**config.mk**
```make
export PLATFORM = sky130hd
export DESIGN_NAME = fx_rx_align
export DESIGN_NICKNAME = d
export VERILOG_FILES = /design/src/rtl/fx_rx_align.sv
export SDC_FILE = /design/constraint.sdc
export NUM_CORES = 1
export LEC_CHECK = 0
export ABC_AREA = 1
export ABC_CLOCK_PERIOD_IN_PS = 2300
export BUFFER_PORTS_ARGS = -buffer_cell sky130_fd_sc_hd__clkbuf_2
export CORE_ASPECT_RATIO = 0.8
export CORE_MARGIN = 4
export CORE_UTILIZATION = 52
export DETAILED_ROUTE_END_ITERATION = 10
export PLACE_DENSITY = 0.72
export RECOVER_POWER = 50
export SYNTH_ARGS = -nofsm -noshare
export SYNTH_HDL_FRONTEND = slang
export SYNTH_SLANG_ARGS = --single-unit
export TNS_END_PERCENT = 10
```
**constraint.sdc**
```tcl
create_clock -name i_clk -period 2.3 [get_ports i_clk]
set_clock_uncertainty 0.05 [all_clocks]
set_input_delay 0.575 -clock i_clk [delete_from_list [all_inputs] [get_ports i_clk]]
set_output_delay 0.575 -clock i_clk [all_outputs]
set_load 0.02 [all_outputs]
```
**src/rtl/fx_rx_align.sv**
```systemverilog
// fx_rx_align: 100BASE-FX receive symbol aligner and 4B5B frame sequencer.
// Hunts the J/K delimiter at any of five bit offsets, then decodes nibbles with MII-style flags.
module fx_rx_align #(
    parameter int unsigned LOSS_CNT = 3
) (
    input  logic       i_clk,
    input  logic       i_res,
    input  logic [4:0] i_data,
    output logic [3:0] o_nibble,
    output logic       o_rx_dv,
    output logic       o_rx_er,
    output logic       o_locked,
    output logic [2:0] o_offset,
    output logic [7:0] o_err_cnt
);
    localparam int unsigned SYM_W   = 5;
    localparam int unsigned NIB_W   = 4;
    localparam int unsigned OFF_W   = 3;
    localparam int unsigned ERR_W   = 8;
    localparam int unsigned BAD_W   = 3;
    localparam int unsigned NUM_OFF = 5;
    localparam int unsigned D2_W    = 4;
    localparam int unsigned WIN_W   = 2 * SYM_W + D2_W;

    localparam logic [SYM_W-1:0] SYM_I = 5'b11111;
    localparam logic [SYM_W-1:0] SYM_J = 5'b11000;
    localparam logic [SYM_W-1:0] SYM_K = 5'b10001;
    localparam logic [SYM_W-1:0] SYM_T = 5'b01101;
    localparam logic [SYM_W-1:0] SYM_R = 5'b00111;

    localparam logic [1:0] ST_HUNT = 2'd0;
    localparam logic [1:0] ST_IDLE = 2'd1;
    localparam logic [1:0] ST_DATA = 2'd2;
    localparam logic [1:0] ST_TERM = 2'd3;

    // Oldest history word keeps only the bits the offset-4 previous symbol can reach.
    logic [SYM_W-1:0] d0_q;
    logic [SYM_W-1:0] d1_q;
    logic [D2_W-1:0]  d2_q;

    logic [1:0]       state_q;
    logic [1:0]       state_n;
    logic [BAD_W-1:0] bad_q;
    logic [BAD_W-1:0] bad_n;

    logic [NIB_W-1:0] nibble_n;
    logic             dv_n;
    logic             er_n;
    logic             locked_n;
    logic [OFF_W-1:0] offset_n;
    logic [ERR_W-1:0] err_n;
    logic             err_bump_c;

    logic [WIN_W-1:0] win_c;
    logic [SYM_W-1:0] sym_c [NUM_OFF];
    logic [SYM_W-1:0] prv_c [NUM_OFF];
    logic             hit_c;
    logic [OFF_W-1:0] hit_off_c;
    logic [SYM_W-1:0] cur_c;
    logic             data_c;
    logic [NIB_W-1:0] nib_c;

    // Slice aligned/previous symbols per offset; lowest offset with a J/K pair wins.
    always_comb begin
        win_c     = {d2_q, d1_q, d0_q};
        hit_c     = 1'b0;
        hit_off_c = '0;
        for (int k = 0; k < int'(NUM_OFF); k++) begin
            sym_c[k] = win_c[4+k -: 5];
            prv_c[k] = win_c[9+k -: 5];
            if (!hit_c && prv_c[k] == SYM_J && sym_c[k] == SYM_K) begin
                hit_c     = 1'b1;
                hit_off_c = OFF_W'(k);
            end
        end
    end

    // Symbol at the locked offset.
    always_comb begin
        cur_c = sym_c[0];
        case (o_offset)
            3'd1:    cur_c = sym_c[1];
            3'd2:    cur_c = sym_c[2];
            3'd3:    cur_c = sym_c[3];
            3'd4:    cur_c = sym_c[4];
            default: cur_c = sym_c[0];
        endcase
    end

    // 4B5B data code to nibble.
    always_comb begin
        data_c = 1'b1;
        nib_c  = '0;
        case (cur_c)
            5'b11110: nib_c = 4'h0;
            5'b01001: nib_c = 4'h1;
            5'b10100: nib_c = 4'h2;
            5'b10101: nib_c = 4'h3;
            5'b01010: nib_c = 4'h4;
            5'b01011: nib_c = 4'h5;
            5'b01110: nib_c = 4'h6;
            5'b01111: nib_c = 4'h7;
            5'b10010: nib_c = 4'h8;
            5'b10011: nib_c = 4'h9;
            5'b10110: nib_c = 4'hA;
            5'b10111: nib_c = 4'hB;
            5'b11010: nib_c = 4'hC;
            5'b11011: nib_c = 4'hD;
            5'b11100: nib_c = 4'hE;
            5'b11101: nib_c = 4'hF;
            default:  data_c = 1'b0;
        endcase
    end

    // Sequencer next state and next registered outputs.
    always_comb begin
        state_n    = state_q;
        bad_n      = bad_q;
        locked_n   = o_locked;
        offset_n   = o_offset;
        nibble_n   = '0;
        dv_n       = 1'b0;
        er_n       = 1'b0;
        err_bump_c = 1'b0;
        case (state_q)
            ST_HUNT: begin
                if (hit_c) begin
                    offset_n = hit_off_c;
                    locked_n = 1'b1;
                    bad_n    = '0;
                    state_n  = ST_DATA;
                end
            end
            ST_IDLE: begin
                if (hit_c) begin
                    offset_n = hit_off_c;
                    bad_n    = '0;
                    state_n  = ST_DATA;
                end else if (cur_c == SYM_I || cur_c == SYM_J) begin
                    bad_n = '0;
                end else if (bad_q == BAD_W'(LOSS_CNT - 1)) begin
                    bad_n    = '0;
                    locked_n = 1'b0;
                    state_n  = ST_HUNT;
                end else begin
                    bad_n = bad_q + BAD_W'(1);
                end
            end
            ST_DATA: begin
                if (data_c) begin
                    nibble_n = nib_c;
                    dv_n     = 1'b1;
                end else if (cur_c == SYM_T) begin
                    state_n = ST_TERM;
                end else if (cur_c == SYM_I) begin
                    er_n       = 1'b1;
                    err_bump_c = 1'b1;
                    state_n    = ST_IDLE;
                end else begin
                    dv_n       = 1'b1;
                    er_n       = 1'b1;
                    err_bump_c = 1'b1;
                end
            end
            ST_TERM: begin
                state_n = ST_IDLE;
                if (cur_c != SYM_R) begin
                    er_n       = 1'b1;
                    err_bump_c = 1'b1;
                end
            end
            default: state_n = ST_HUNT;
        endcase
        err_n = (err_bump_c && o_err_cnt != '1) ? o_err_cnt + ERR_W'(1) : o_err_cnt;
    end

    // State, history and output registers.
    always_ff @(posedge i_clk) begin
        if (i_res) begin
            d0_q      <= '1;
            d1_q      <= '1;
            d2_q      <= '1;
            state_q   <= ST_HUNT;
            bad_q     <= '0;
            o_nibble  <= '0;
            o_rx_dv   <= 1'b0;
            o_rx_er   <= 1'b0;
            o_locked  <= 1'b0;
            o_offset  <= '0;
            o_err_cnt <= '0;
        end else begin
            d0_q      <= i_data;
            d1_q      <= d0_q;
            d2_q      <= d1_q[D2_W-1:0];
            state_q   <= state_n;
            bad_q     <= bad_n;
            o_nibble  <= nibble_n;
            o_rx_dv   <= dv_n;
            o_rx_er   <= er_n;
            o_locked  <= locked_n;
            o_offset  <= offset_n;
            o_err_cnt <= err_n;
        end
    end

endmodule
```
==> results of run 1 <==
## path summary, 6_finish.rpt
path / from / endpoint / depth (start not counted) / slack (ns)
max: d1_q[0] / o_err_cnt[2] / 12 / 0.18
min: i_data[2] / d0_q[2] / 2 / 0.41
max reg2reg: d1_q[0] / o_err_cnt[2] / 12 / 0.18
min reg2reg: bad_q[2] / bad_q[2] / 2 / 0.43
## per-stage QoR
| stage | total power, mW | instances | setup slack (ns) | area, um2 | hold WS, ns |
|---|---|---|---|---|---|
| floorplan | 0.754 | 302 | 0.228 | 2160 | 0.367 |
| global placement | 0.783 | 378 | 0.152 | 2350 | 0.420 |
| detailed placement | 0.784 | 378 | 0.159 | 2350 | 0.414 |
| CTS | 1.21 | 386 | 0.137 | 2430 | 0.403 |
| global route | 1.26 | 386 | 0.0180 | 2420 | 0.413 |
| finish | 1.20 | 386 | 0.177 | 2420 | 0.412 |
## routing by layer
| layer | share of wire, % | track usage (%) | wire length, um |
|---|---|---|---|
| met1 | 47 | 28.7 | 2360 |
| met3 | 9.2 | 5.62 | 457 |
| met4 | 1.1 | 4.85 | 55 |
| met2 | 42 | 31.8 | 2120 |
| met5 | 0 | 0 | 0 |
## cells by family after synthesis
group                      after synthesis
and+or+nand+nor                        175
buffers and inverters                   45
AOI/OAI and AO/OA                       38
DFF                                     37
xor gates and xnor gates                 6
adders and majority gates                1
## registers in the layout (all words and copies together), names as in the netlist
signal	cells
o_err_cnt	8
d0_q	5
d1_q	5
d2_q	4
o_nibble	4
bad_q	3
o_offset	3
state_q	2
o_locked	1
o_rx_dv	1
o_rx_er	1
## layout make-up
cell class,count,area (um2)
fill,389,1480
multi-input combinational,220,1240
sequential,37,744
timing repair buffer,30,145
inverter,36,141
clock buffer,6,72.6
tap,55,68.8
clock inverter,2,10.0
## synth_stat cells (2+ instances only)
library cell               count
sky130_fd_sc_hd__inv_2         6
sky130_fd_sc_hd__nand2_4       5
sky130_fd_sc_hd__clkbuf_1      5
sky130_fd_sc_hd__nand3_1      34
sky130_fd_sc_hd__inv_1        27
sky130_fd_sc_hd__a21oi_1      15
sky130_fd_sc_hd__nand2_2       9
sky130_fd_sc_hd__inv_4         2
sky130_fd_sc_hd__o21ai_0      11
sky130_fd_sc_hd__a41oi_1       2
sky130_fd_sc_hd__or2_2         6
sky130_fd_sc_hd__a31oi_1       3
sky130_fd_sc_hd__nor3_1        5
sky130_fd_sc_hd__xor2_1        6
sky130_fd_sc_hd__nand3_2       4
sky130_fd_sc_hd__dfxtp_1      37
sky130_fd_sc_hd__nor2_4        3
sky130_fd_sc_hd__nand4_1      15
sky130_fd_sc_hd__nor2_2        6
sky130_fd_sc_hd__nand3_4       2
sky130_fd_sc_hd__nor2_1       27
sky130_fd_sc_hd__buf_2         2
sky130_fd_sc_hd__nand2_1      52
sky130_fd_sc_hd__nor4_1        3
## power breakdown
part / switching (mW) / total [mW] / internal, mW
sequential: 0.0139 / 0.665 / 0.651
combinational: 0.0699 / 0.105 / 0.0355
clock: 0.222 / 0.431 / 0.210
## worst reg2reg max path, cell delays in order (launching register included)
cell and delay, ns:
sky130_fd_sc_hd__dfxtp_1 0.46, sky130_fd_sc_hd__inv_1 0.17, sky130_fd_sc_hd__o21ai_0 0.24, sky130_fd_sc_hd__nor2_1 0.11, sky130_fd_sc_hd__nand2_4 0.10, sky130_fd_sc_hd__nand3_4 0.08, sky130_fd_sc_hd__nor2_2 0.13, sky130_fd_sc_hd__nor2_2 0.07
sky130_fd_sc_hd__nor2_4 0.15, sky130_fd_sc_hd__nand4_4 0.10, sky130_fd_sc_hd__nand2_4 0.14, sky130_fd_sc_hd__nand3_1 0.08, sky130_fd_sc_hd__a21oi_1 0.18
==> results.txt, run 1 <==
The worst setup path is captured at a flop. The worst hold-check path type is input pin to flop. The H-tree was split into 2 levels. The via count of the first global-routing pass was 1898. The slowest stage of the critical path is the sky130_fd_sc_hd__dfxtp_1 cell.

The proportion of synthesized flip-flops having asynchronous set or reset is 0%. STA classifies the critical path startpoint as a flop. The post-synthesis share of cell area spent on full adders, half adders and majority gates came out at less than 1%. The largest net degree at the start of global routing came out at 21.

After synthesis, the cell types taking the most area are sky130_fd_sc_hd__dfxtp_1, sky130_fd_sc_hd__nand2_1, sky130_fd_sc_hd__nand3_1, sky130_fd_sc_hd__inv_1, sky130_fd_sc_hd__nor2_1. The wire length after detailed routing came out at 4990 um. The post-DP HPWL is 3840 um. Leaving out fill and tap cells, the most frequent cell in the layout is sky130_fd_sc_hd__nand2_1. In this run the power density over the cells is 496 nW/um2. The share of the synthesized area in the top cell type is 34.3%. The area overhead of the layout relative to synthesis came out at 11.9%. The routability-driven placement congestion ratio is 1.01. The flow ran to the end, and the final reports show no timing, DRC or antenna violations. Data on the critical path is required at its endpoint by 2.46 ns.

The total count of max-transition violations in the final report is 0. The clock transition at the registers of the reported paths is about 0.070 ns. The total negative slack is 0 ns. The number of antenna repair diodes came out at 0.

The tree built by TritonCTS fans out to 37 sinks. The core region is 3900 um2. The max capacitance violation total is 0. The share of the yosys chip area belonging to registers came out at 34.3%.

The post-synthesis compound-gate area fraction came out at 10.2%. The measured slew at the worst slew-check pin came out at 0.381 ns. CTS placed an instance of sky130_fd_sc_hd__clkbuf_8 at the clock tree root. The synthesized netlist devotes 2.43% of its cell area to XOR and XNOR gates.

The number of vias per cell came out at 5.54. The final cycle utilization of the critical path came out at approximately 92%. The post-CTS setup buffer count came out at 0. Traced cell by cell, the critical path runs through inv_1, o21ai_0, nor2_1, nand2_4, nand3_4, nor2_2, nor2_2, nor2_4, nand4_4, nand2_4, nand3_1, a21oi_1. The number of hold violations in the final report came out at 0.

The flip-flop and latch count after synthesis came out at 37. The residual DRC count came out at 0. The critical path in this run is classified as flop to flop. The largest stage delay on the critical path came out at 0.46 ns. The dominant cell type by area after synthesis is sky130_fd_sc_hd__dfxtp_1. Counting flops with a built-in enable in the synthesized netlist gives 0.

The die covers 5260 um2. The data arrival at the endpoint of the critical path is between 2 and 2.5 ns. Summing the areas of all and, or, nand and nor instances in the mapped netlist gives 43.8% of the synthesized area.

The first detailed-routing pass took 5 iterations. The die width is around 80 um. The latest clock arrival within the worst-skew pair is 0.29 ns. During placement, the flow inserted port buffers numbering 24.

The detail route stage leaves a number of antenna-violating nets equal to 0. The cell row count came out at 20. The number of clock buffers added by TritonCTS is 5. The number of DRC violations after detailed-routing iteration 0 is about 210.

The maximum clock frequency is 471 MHz. Setup violations remaining at the end of the flow were counted as 0. Leaving out fill and tap cells, the most frequent cells in the layout are sky130_fd_sc_hd__nand2_1, sky130_fd_sc_hd__nand3_1, sky130_fd_sc_hd__dfxtp_1, sky130_fd_sc_hd__inv_1, sky130_fd_sc_hd__nor2_1.

After detailed routing, the average wire length per cell comes to approximately 13 um. The maximum net fanout on the critical path is 10. Among cell families on the critical path, the largest total delay comes from simple AND/OR/NAND/NOR gates.

In this run, post-CTS hold repair placed 0 buffers. The I/O pin total came out at 25. The final critical delay including setup and external delays is between 2 and 2.5 ns. The number of warning messages in the yosys log is 0.

In the synthesized netlist, the number of instances is 302. The clock tree from TritonCTS is built. The number of resized instances in the post-cts repair step is 0. The share of post-route cells with drive strength above 1 came out at 22.1%. After synthesis, the largest family of logic cells by area is simple AND/OR/NAND/NOR gates. The final-stage net count is 338.

The total standard cell area after synthesis came out at 2160 um2. The total congestion overflow after global routing came out at 0. The first global-routing pass estimated 8540 um of wire. After synthesis, the mean cell area works out to 7.16 um2. Counting every net in the synthesized netlist gives 310.

Setup repair after global routing left no endpoint under its margin. The standby leakage power is 1.03 nW. The buffer depth of the longest clock path came out at 2.

The share of synthesized area spent on multiplexers is 0%. The highest ir drop seen on vdd is 0.297 mV. The overall fraction of global-route tracks in use came out at 20.7%. The worst max-slew margin expressed relative to the limit is 74.4%. The count of vias placed by the detailed router came out at 2137. The number of buffers and inverters on the critical path came out at 1. The height of the chip is approximately 66 um.

The fraction of the core area covered by cells at the end of the flow is between 60 and 70%. The most frequently used flop master after synthesis is sky130_fd_sc_hd__dfxtp_1. The number of antenna violations at the first check in global routing is 0. The count of distinct cell types in the synthesized netlist is 39. Once the floorplan was initialized, standard cells occupied 55.4% of the core.
Note: power is estimated with default switching activity, not from simulation.
==> inputs of run 2 (changes only) <==
BUFFER_PORTS_ARGS = unset   (was -buffer_cell sky130_fd_sc_hd__clkbuf_2)
CTS_BUF_LIST = sky130_fd_sc_hd__clkbuf_4   (was unset)
DONT_BUFFER_PORTS = 1   (was unset)
PLACE_DENSITY = 0.67   (was 0.72)
SKIP_LAST_GASP = 1   (was unset)
==> results.txt, run 2 (synthesis results as in run 1) <==
The classification of the worst setup path is flop to flop. The overall fraction of global-route tracks in use came out at 20.7% (+0.045 points). The maximum net fanout on the critical path was 8 (-2). The number of cells traversed by the worst register-to-register path came out at 12 (unchanged). The clock sink count is 37 (unchanged). The total negative slack came out at 0 ns (unchanged). The number of antenna violations at the first check in global routing is 0 (unchanged).

The switching component of the power was 0.295 mW (-3.4%). The average routed wire per standard cell came out at 13.3 um (+3.3%). The flip-flop count of the largest register after layout was 8 (unchanged). The number of vias per cell came to 5.50 (-0.63%). The min-delay analysis places its worst path in the category input pin to flop. The power density normalized to cell area is 525 nW/um2 (+5.7%).

The core region area came out at 3900 um2 (unchanged). The routability-driven placement congestion ratio was 0.953 (-5.4%). The filler-free cell count of the finished design is 363 (-6.0%).

The I/O pin total came to 25 (unchanged). The initial core utilization is 55.4% (unchanged). The maximum clock frequency came out at 469 MHz (-0.46%). Leaving out fill and tap cells, the most frequent cell in the layout is sky130_fd_sc_hd__nand2_1. The final critical delay including setup and external delays was 2.13 ns (+0.00972 ns).

The residual DRC count is 0 (unchanged). The count of vias placed by the detailed router came out at 1997 (-6.6%). The total of buffers placed on input and output ports came out at 0 (-100%). The height of the chip came out at 65.7 um (unchanged).

The final cycle utilization of the critical path was 92.7% (+0.42 points). The combinational fraction of design power came out at 7.4% (-1.4 points). The via count of the first global-routing pass is 1866 (-1.7%). The required time reported for the critical path endpoint came out at 2.49 ns (+0.03 ns). The wire length after detailed routing came out at 4840 um (-2.8%). The number of antenna repair diodes is 0 (unchanged). STA classifies the critical path endpoint as a flop. The data arrival at the endpoint of the critical path came out at 2.32 ns (+0.04 ns). The CTS root buffer is sky130_fd_sc_hd__clkbuf_4. The floorplan die area is 5260 um2 (unchanged). In the final layout, the registers with the most flip-flops are o_err_cnt: 8 flops, d0_q: 5 flops, d1_q: 5 flops. The worst max-slew margin expressed relative to the limit came out at 66.5% (-7.9 points). Setup repair after global routing left no endpoint under its margin. In this run the critical register-to-register path is launched from d1_q[1]. The clock share of power is 37.9% (+2.0 points).

The register-to-register path setup slack is 0.17 ns (about the same). The final setup violation count came to 0 (unchanged). The number of nets with antenna violations after detailed routing is 0 (unchanged). The buffer depth of the longest clock path is 2 (unchanged). The total count of max-transition violations in the final report is 0 (unchanged).

The share of post-route cells with drive strength above 1 came out at 21.1% (-0.95 points). The worst setup path is launched from a flop. The standby leakage power came to 0.973 nW (-5.9%). The number of hold violations in the final report is 0 (unchanged).

The largest net degree at the start of global routing came to 22 (+4.8%). The global-route wire length before repair came to 8510 um (-0.33%). The total congestion overflow after global routing came out at 0 (unchanged). The area overhead of the layout relative to synthesis came out at 7.47%. The measured slew at the worst slew-check pin is 0.502 ns (+0.122 ns).

The fraction of the core area covered by cells at the end of the flow came out at 59.5% (-2.5 points). The placed instance count is 355 (-6.1%). The register bank with the most flops is o_err_cnt. The latest clock arrival within the worst-skew pair was 0.34 ns (+0.05 ns). The cell row count came out at 20 (unchanged). The total power after layout came out at 1.22 mW (+1.5%).

Following the worst setup path forward leads to its endpoint at bad_q[1]. The flow ran to the end, and the final reports show no timing, DRC or antenna violations. The worst setup slack after layout is 0.168 ns (-0.00972 ns). The post-DP HPWL is 3690 um (-3.9%). The number of optimization iterations in the first detailed-route pass is 4 (-1). The number of DRC violations after detailed-routing iteration 0 came to 161 (-23%). The beginning of the critical path is d1_q[1]. The internal power summed over all cells is 0.924 mW (+3.1%). The number of buffers inserted during clock tree synthesis is 5 (unchanged). The clock transition at the registers of the reported paths came out at 0.11 ns (+0.04 ns). Leaving out fill and tap cells, the most frequent cells in the layout are sky130_fd_sc_hd__nand2_1, sky130_fd_sc_hd__nand3_1, sky130_fd_sc_hd__dfxtp_1, sky130_fd_sc_hd__inv_1, sky130_fd_sc_hd__nor2_1. The worst setup slack before clock tree synthesis is 0.166 ns (+0.00670 ns). The final-stage net count is 315 (-6.8%). The end of the worst register-to-register path is bad_q[1]. The die width was 80.1 um (unchanged).

TritonCTS built the clock tree. The number of buffers added to fix hold violations after cts came to 0 (unchanged). The CTS H-tree depth came out at 2 (unchanged). The share of total power consumed by net switching came out at 24.2% (-1.2 points).

The highest ir drop seen on vdd came out at 0.420 mV (+41%). The part of the power in registers was 54.7% (-0.6 points). The max capacitance violation total came out at 0 (unchanged).
-- run 2: cell count changes in the layout (fill, tap and decap cells not counted), moves of 2 or more --
cell	before	now
sky130_fd_sc_hd__dfxtp_1	34	32
sky130_fd_sc_hd__clkinv_2	3	1
sky130_fd_sc_hd__clkbuf_8	5	0
sky130_fd_sc_hd__clkbuf_4	0	6
sky130_fd_sc_hd__dfxtp_2	3	5
sky130_fd_sc_hd__clkbuf_2	11	0
sky130_fd_sc_hd__clkbuf_1	15	2
-- run 2: layout make-up --
type                       instances  area (um2)
clock inverter                     2        38.8
multi-input combinational        220        1240
timing repair buffer               7        45.0
fill                             397        1580
tap                               55        68.8
inverter                          36         141
sequential                        37         747
clock buffer                       6        45.0
-- run 2: repair_timing --
item	CTS	global route
gates resized for setup	0	7
setup endpoints to repair	0	14
buffers inserted	0	0
-- run 2: metal layers --
metal | vias up | routed length [um] | GRT usage [%]
met4 | 0 | 44 | 6.96
met2 | 70 | 1960 | 30.1
li1 | 1019 | - | -
met3 | 6 | 419 | 5.75
met1 | 902 | 2420 | 29.3
met5 | - | 0 | 0
-- run 2: power groups by stage --
stage | sequential [mW] | clock (mW) | combinational [mW]
after global routing | 0.669 | 0.513 | 0.101
after floorplan | 0.671 | 0 | 0.0829
final | 0.667 | 0.462 | 0.0904
after global placement | 0.680 | 0 | 0.0889
after detailed placement | 0.680 | 0 | 0.0890
after CTS | 0.666 | 0.483 | 0.0901
-- run 2: critical path: stages (launching register included) --
cell and delay [ns]:
sky130_fd_sc_hd__dfxtp_1 0.42, sky130_fd_sc_hd__nor2_1 0.26, sky130_fd_sc_hd__inv_1 0.10, sky130_fd_sc_hd__nor3_1 0.20
sky130_fd_sc_hd__nand3_1 0.18, sky130_fd_sc_hd__o21ai_0 0.13, sky130_fd_sc_hd__nor2_1 0.09, sky130_fd_sc_hd__nand2_1 0.10
sky130_fd_sc_hd__nand2_1 0.09, sky130_fd_sc_hd__o21ai_0 0.16, sky130_fd_sc_hd__inv_1 0.13, sky130_fd_sc_hd__nand2_1 0.08
sky130_fd_sc_hd__a21oi_1 0.06
-- run 2: stage by stage --
step | area (um2) | hold slack, ns
after CTS | 2320 | 0.216
after floorplan | 2160 | 0.367
after global placement | 2240 | 0.415
after global routing | 2320 | 0.200
after detailed placement | 2240 | 0.413
final | 2320 | 0.229
-- run 2: worst min path at each step --
stage	startpoint	end	slack, ns	cells after the start
final	i_res	o_offset[2]	0.23	1
after global placement	d0_q[0]	d1_q[0]	0.42	2
after CTS	i_res	bad_q[0]	0.22	1
after global routing	i_res	o_err_cnt[5]	0.20	1
after floorplan	d0_q[0]	d1_q[0]	0.37	2
after detailed placement	d0_q[0]	d1_q[0]	0.41	2
